### config.mk
export PLATFORM = sky130hd
export DESIGN_NAME = mem_port_arbiter
export DESIGN_NICKNAME = d
export VERILOG_FILES = /design/src/rtl/mem_defs.sv /design/src/rtl/mem_port_arbiter_be_merge.sv /design/src/rtl/mem_port_arbiter.sv
export SDC_FILE = /design/constraint.sdc
export NUM_CORES = 1
export LEC_CHECK = 0
export CORE_MARGIN = 2
export CORE_UTILIZATION = 39
export DETAILED_ROUTE_END_ITERATION = 8
export GPL_ROUTABILITY_DRIVEN = 1
export PLACE_DENSITY = 0.85
export SYNTH_ARGS = -nofsm -noshare
export SYNTH_HDL_FRONTEND = slang
export SYNTH_SLANG_ARGS = --single-unit
### constraint.sdc
create_clock -name clk -period 2.4 [get_ports clk]
set_input_delay 0.48 -clock clk [delete_from_list [all_inputs] [get_ports clk]]
set_output_delay 0.48 -clock clk [all_outputs]
set_load 0.02 [all_outputs]
### src/rtl/mem_defs.sv
// Shared definitions for the memory port arbiter: FSM states, byte-enable
// constants and response owner encoding.
package mem_defs;

    // IDLE: nothing outstanding; RSP: a response is due this cycle;
    // RMW_WR: the merged word of a partial store is written this cycle.
    typedef enum logic [1:0] {
        ST_IDLE   = 2'd0,
        ST_RSP    = 2'd1,
        ST_RMW_WR = 2'd2
    } arb_state_t;

    localparam logic [3:0] BE_FULL  = 4'hF;
    localparam logic [3:0] BE_NONE  = 4'h0;

    localparam logic OWNER_IF = 1'b0;
    localparam logic OWNER_D  = 1'b1;

    // A store that touches some but not all lanes needs a read-modify-write.
    function automatic logic is_partial(input logic [3:0] be);
        return (be != BE_FULL) && (be != BE_NONE);
    endfunction

endpackage

### src/rtl/mem_port_arbiter_be_merge.sv
// Byte-lane merge for partial stores: lanes with their enable set take the
// store data, the rest keep the word read back from the RAM.
module be_merge (
    input  logic [31:0] rdata,
    input  logic [31:0] wdata,
    input  logic [3:0]  be,
    output logic [31:0] merged
);

    // Start from the old word and overwrite only the enabled lanes.
    always_comb begin
        merged = rdata;
        for (int i = 0; i < 4; i++) begin
            if (be[i]) begin
                merged[8*i +: 8] = wdata[8*i +: 8];
            end
        end
    end

endmodule

### src/rtl/mem_port_arbiter.sv
// Arbiter sharing one word-wide, 1-cycle-latency synchronous RAM between the
// instruction fetch port and the load/store port. Data has priority, with a
// starvation guard that forces a fetch grant after STARVE_MAX consecutive data
// grants. Byte and halfword stores are emulated by read-modify-write.
module mem_port_arbiter
    import mem_defs::*;
#(
    parameter int ADDR_W     = 32,
    parameter int STARVE_MAX = 4
) (
    input  logic              clk,
    input  logic              rst_n,
    input  logic              if_req_valid,
    output logic              if_req_ready,
    input  logic [ADDR_W-1:0] if_req_addr,
    output logic              if_rsp_valid,
    output logic [31:0]       if_rsp_data,
    input  logic              d_req_valid,
    output logic              d_req_ready,
    input  logic              d_req_we,
    input  logic [3:0]        d_req_be,
    input  logic [ADDR_W-1:0] d_req_addr,
    input  logic [31:0]       d_req_wdata,
    output logic              d_rsp_valid,
    output logic [31:0]       d_rsp_data,
    output logic              ram_we,
    output logic [ADDR_W-1:0] ram_addr,
    output logic [31:0]       ram_din,
    input  logic [31:0]       ram_dout
);

    localparam int CNT_W = (STARVE_MAX < 1) ? 1 : $clog2(STARVE_MAX + 1);
    localparam logic [CNT_W-1:0] STARVE_LIM = CNT_W'(STARVE_MAX);

    arb_state_t        state;
    arb_state_t        state_next;
    logic [CNT_W-1:0]  starve_cnt;

    logic              lat_owner;
    logic              lat_we;
    logic [ADDR_W-1:0] lat_addr;
    logic [3:0]        lat_be;
    logic [31:0]       lat_wdata;

    logic              can_issue;
    logic              fetch_forced;
    logic              grant_d;
    logic              grant_if;
    logic [31:0]       merged_word;

    // Grants are only possible in IDLE or RSP and never while reset is held,
    // so nothing reaches the RAM or the ready outputs during reset.
    assign can_issue    = rst_n && ((state == ST_IDLE) || (state == ST_RSP));
    assign fetch_forced = if_req_valid && (starve_cnt == STARVE_LIM);
    assign grant_d      = can_issue && d_req_valid && !fetch_forced;
    assign grant_if     = can_issue && if_req_valid && !grant_d;

    be_merge u_merge (
        .rdata  (ram_dout),
        .wdata  (lat_wdata),
        .be     (lat_be),
        .merged (merged_word)
    );

    // State register; reset abandons any in-flight transaction.
    always_ff @(posedge clk or negedge rst_n) begin
        if (!rst_n) begin
            state <= ST_IDLE;
        end else begin
            state <= state_next;
        end
    end

    // Next state and RAM command: accept a new request or finish a partial store.
    always_comb begin
        state_next   = ST_IDLE;
        if_req_ready = grant_if;
        d_req_ready  = grant_d;
        ram_we       = 1'b0;
        ram_addr     = '0;
        ram_din      = '0;
        case (state)
            ST_RMW_WR: begin
                state_next = ST_RSP;
                ram_we     = 1'b1;
                ram_addr   = lat_addr;
                ram_din    = merged_word;
            end
            default: begin
                if (grant_d) begin
                    ram_addr = d_req_addr;
                    if (d_req_we && (d_req_be == BE_FULL)) begin
                        ram_we  = 1'b1;
                        ram_din = d_req_wdata;
                    end
                    if (d_req_we && is_partial(d_req_be)) begin
                        state_next = ST_RMW_WR;
                    end else begin
                        state_next = ST_RSP;
                    end
                end else if (grant_if) begin
                    ram_addr   = if_req_addr;
                    state_next = ST_RSP;
                end
            end
        endcase
    end

    // Responses go to the latched owner; stores acknowledge with zero data.
    always_comb begin
        if_rsp_valid = 1'b0;
        if_rsp_data  = '0;
        d_rsp_valid  = 1'b0;
        d_rsp_data   = '0;
        if (state == ST_RSP) begin
            if (lat_owner == OWNER_D) begin
                d_rsp_valid = 1'b1;
                d_rsp_data  = lat_we ? 32'h0 : ram_dout;
            end else begin
                if_rsp_valid = 1'b1;
                if_rsp_data  = ram_dout;
            end
        end
    end

    // Count consecutive data grants while fetch is waiting; saturates at the limit.
    always_ff @(posedge clk or negedge rst_n) begin
        if (!rst_n) begin
            starve_cnt <= '0;
        end else if (!if_req_valid || grant_if) begin
            starve_cnt <= '0;
        end else if (grant_d && (starve_cnt != STARVE_LIM)) begin
            starve_cnt <= starve_cnt + CNT_W'(1);
        end
    end

    // Capture the accepted request so responses and the RMW write can use it.
    always_ff @(posedge clk or negedge rst_n) begin
        if (!rst_n) begin
            lat_owner <= OWNER_IF;
            lat_we    <= 1'b0;
            lat_addr  <= '0;
            lat_be    <= '0;
            lat_wdata <= '0;
        end else if (grant_d) begin
            lat_owner <= OWNER_D;
            lat_we    <= d_req_we;
            lat_addr  <= d_req_addr;
            lat_be    <= d_req_be;
            lat_wdata <= d_req_wdata;
        end else if (grant_if) begin
            lat_owner <= OWNER_IF;
            lat_we    <= 1'b0;
            lat_addr  <= if_req_addr;
            lat_be    <= '0;
            lat_wdata <= '0;
        end
    end

endmodule
==> metrics.csv <==
metric,value,unit
first-pass GRT wire length,28020,µm
PwrDens,485.0,nW/µm²
CP max FO,6,
"top cells by area, synth","dfrtp_1 (40%), a221o_1 (14%), and2_1 (8.6%)",
Worst Skew,0.006620,ns
YS warnings,0,
Syn Inst Count,454,
antenna violations before repair,1,
"commonest non-fill, non-tap cell in the layout",clkdlybuf4s50_1,
Fill cells,742,
Flop pwr share,36.3,%
ys async rst share,100.0,%
"EDFF count, synth",0,
register bit total from synthesis,75,
worst skew pair latency,0.32,ns
first-iteration detailed-routing DRC count,381,
total iterations of the first detailed-routing run,5,
DR vias/cell,5.908,
IO Pins,270,
final setup margin,-0.1786,ns
max_cap viols,0,
Max stage delay on crit path,0.38,ns
clock power share,32.6,%
Num CTS Buffers,9,
"area leader, netlist",dfrtp_1,
cells along the critical path,"inv_2, ha_4, and3_4, buf_12, clkbuf_16, nor3_1, a221o_1, buf_6",
"Distinct cells, synth",38,
syn_nets,593,
outcome,"finished, violations left",
Rows,39,
final slew viol count,0,
Area growth syn-to-layout,89.42,%
Combinational Power Share,31.1,%
CP endpoint kind,output port,
CP Launch Type,flip-flop,
register area share after synthesis,40.18,%
Leak,3.933,nW
"Data required, critical path",1.92,ns
Fmax achieved,387.8,MHz
CTS tree,built,
Least-Margin Pin Slew,0.9502,ns
Core Box Area,11560,µm²
GPL Wtd Cong,0.8955,
WS Path Type,flip-flop to output port,
critical path's top delay family,simple AND/OR/NAND/NOR gates,
clock sink total,75,
total number of vias,5323,
drt drc,0,
Die X,113.4,µm
failing checks,setup timing,
GRT Resource Usage Total,27.40,%
period utilization,107.4,%
Die Area,12870,µm²
die height,113.4,µm
Worst path slowest cell,dfrtp_1,
"Setup violations, final",58,
crit path DAT,2.10,ns
CTS Root Cell,clkbuf_16,
starting density of the core,40.39,%
setup_tns,-5.281,ns
share of layout cells above drive strength 1,26.98,%
"Cell Area, Synth",4671,µm²
Rel. slew slack,36.65,%
Internal,3.050,mW
grt ovf,0,
Mapped Avg Cell Area,10.29,µm²
top-area cell type share of the netlist area,40.18,%
Critical path buffers and inverters,4,
final hold vios,0,
RSZ-0062 raised after global routing,yes,
vias in the first global route,5320,
CTS clock-pin slew for the worst setup and hold paths,0.06,ns
min Tclk post-route,2.579,ns
sw frac,28.92,%
Max clock buf depth,2,
DRT antenna net count,0,
Port-buffer cells,269,
Max rail drop VDD,372.5,µV
nets@finish,890,
cts hold-fix bufs,0,
fin util,76.50,%
WL/cell,21.43,µm
Hold WS,0.5000,ns
most frequent cells in the layout,"clkdlybuf4s50_1 (129), dfrtp_1 (75), buf_6 (72)",
sw power,1.241,mW
Detailed Route WL,19310,µm
largest net degree at the start of global routing,77,
Main synth FF type,dfrtp_1,
min-delay worst type,flip-flop to flip-flop,
post-DP HPWL,12300,µm
htree depth,3,
## final cells by class
type                    count  area [µm²]  area share [%]
diodes                      2       5.005         0.05657
clock buffers              14       244.0           2.758
clock inverters             2       60.06          0.6788
inverters                   2       7.507         0.08485
multi-input cells         326        2928           33.09
flip-flops and latches     75        1877           21.21
well taps                 143       178.9           2.022
repair buffers            337        3547           40.09
## power groups by stage
| stage | clock (mW) | sequential [mW] | combinational [mW] |
|---|---|---|---|
| final | 1.40 | 1.56 | 1.33 |
| after CTS | 1.42 | 1.55 | 1.25 |
| after global routing | 1.48 | 1.57 | 1.41 |
| after global placement | 0 | 1.57 | 1.21 |
| after floorplan | 0 | 1.51 | 0.633 |
| after detailed placement | 0 | 1.56 | 1.25 |
## kinds of logic after synthesis
logic type | synth area share (%)
flops | 40.18
mux | 6.858
fa+ha+maj | 0.5357
buf+inv | 6.081
simple gates | 18.40
compound gates | 27.94
## worst reg2reg max path: stages, from the launching register on
cell and delay, ns:
dfrtp_1 0.38, inv_2 0.07, ha_4 0.17, buf_6 0.11
a21boi_4 0.18, nor3b_4 0.07, buf_4 0.14, buf_6 0.14
buf_4 0.13, bufbuf_16 0.27, a221o_1 0.30
## synth_stat cells, types with 3 or more instances
cell type and count:
clkbuf_1 24, a22o_1 37, and2_1 64, nor3_1 32, dfrtp_1 75, buf_2 14, nand2_1 34, buf_6 8
o2bb2ai_1 32, mux2i_1 32, buf_1 3, a221o_1 64
## metrics by stage
step / std cells / setup slack (ns) / power, mW / instance area (µm²)
3_3_place_gp: 858 / -0.5490 / 2.783 / 7697
3_5_place_dp: 858 / -0.5782 / 2.811 / 7697
4_1_cts: 894 / -0.1895 / 4.224 / 8233
2_1_floorplan: 454 / 0.2941 / 2.142 / 4671
6_report: 901 / -0.1786 / 4.291 / 8847
5_1_grt: 900 / -0.2446 / 4.465 / 8845
## state kept, by name, indices dropped and copies added, names as in the netlist
| signal | count |
|---|---|
| lat_addr | 32 |
| lat_be | 4 |
| lat_owner | 1 |
| lat_wdata | 32 |
| lat_we | 1 |
| starve_cnt | 3 |
| state | 2 |
## worst paths after layout
kind	depth (start not counted)	endpoint	startpoint	slack [ns]
worst min register to register	1	lat_wdata[18]	lat_wdata[18]	0.50
max in group asynchronous	3	lat_wdata[7]	rst_n	1.25
min in group asynchronous	3	state[0]	rst_n	0.54
worst max-delay path	8	ram_addr[22]	starve_cnt[0]	-0.18
worst min-delay path	1	lat_wdata[18]	lat_wdata[18]	0.50
worst max register to register	10	lat_addr[25]	starve_cnt[0]	0.29
## metal layers
metal  up-vias  track usage, %  part of all wire [%]
met3        57           5.739                   7.3
met5         -               0                     0
met2       333           47.62                    51
met4         0           14.55                   3.7
li1       2348               -                     -
met1      2585           31.80                    38
## what timing repair did
item                                    in CTS  in global routing
pin swaps                                   10                 16
buffers inserted                            14                  4
endpoints found under the hold margin        0                  0
gates cloned                                 6                  4
endpoints found under the setup margin     132                 95
resized for setup                          443                140
(Power assumes the default switching activity.)
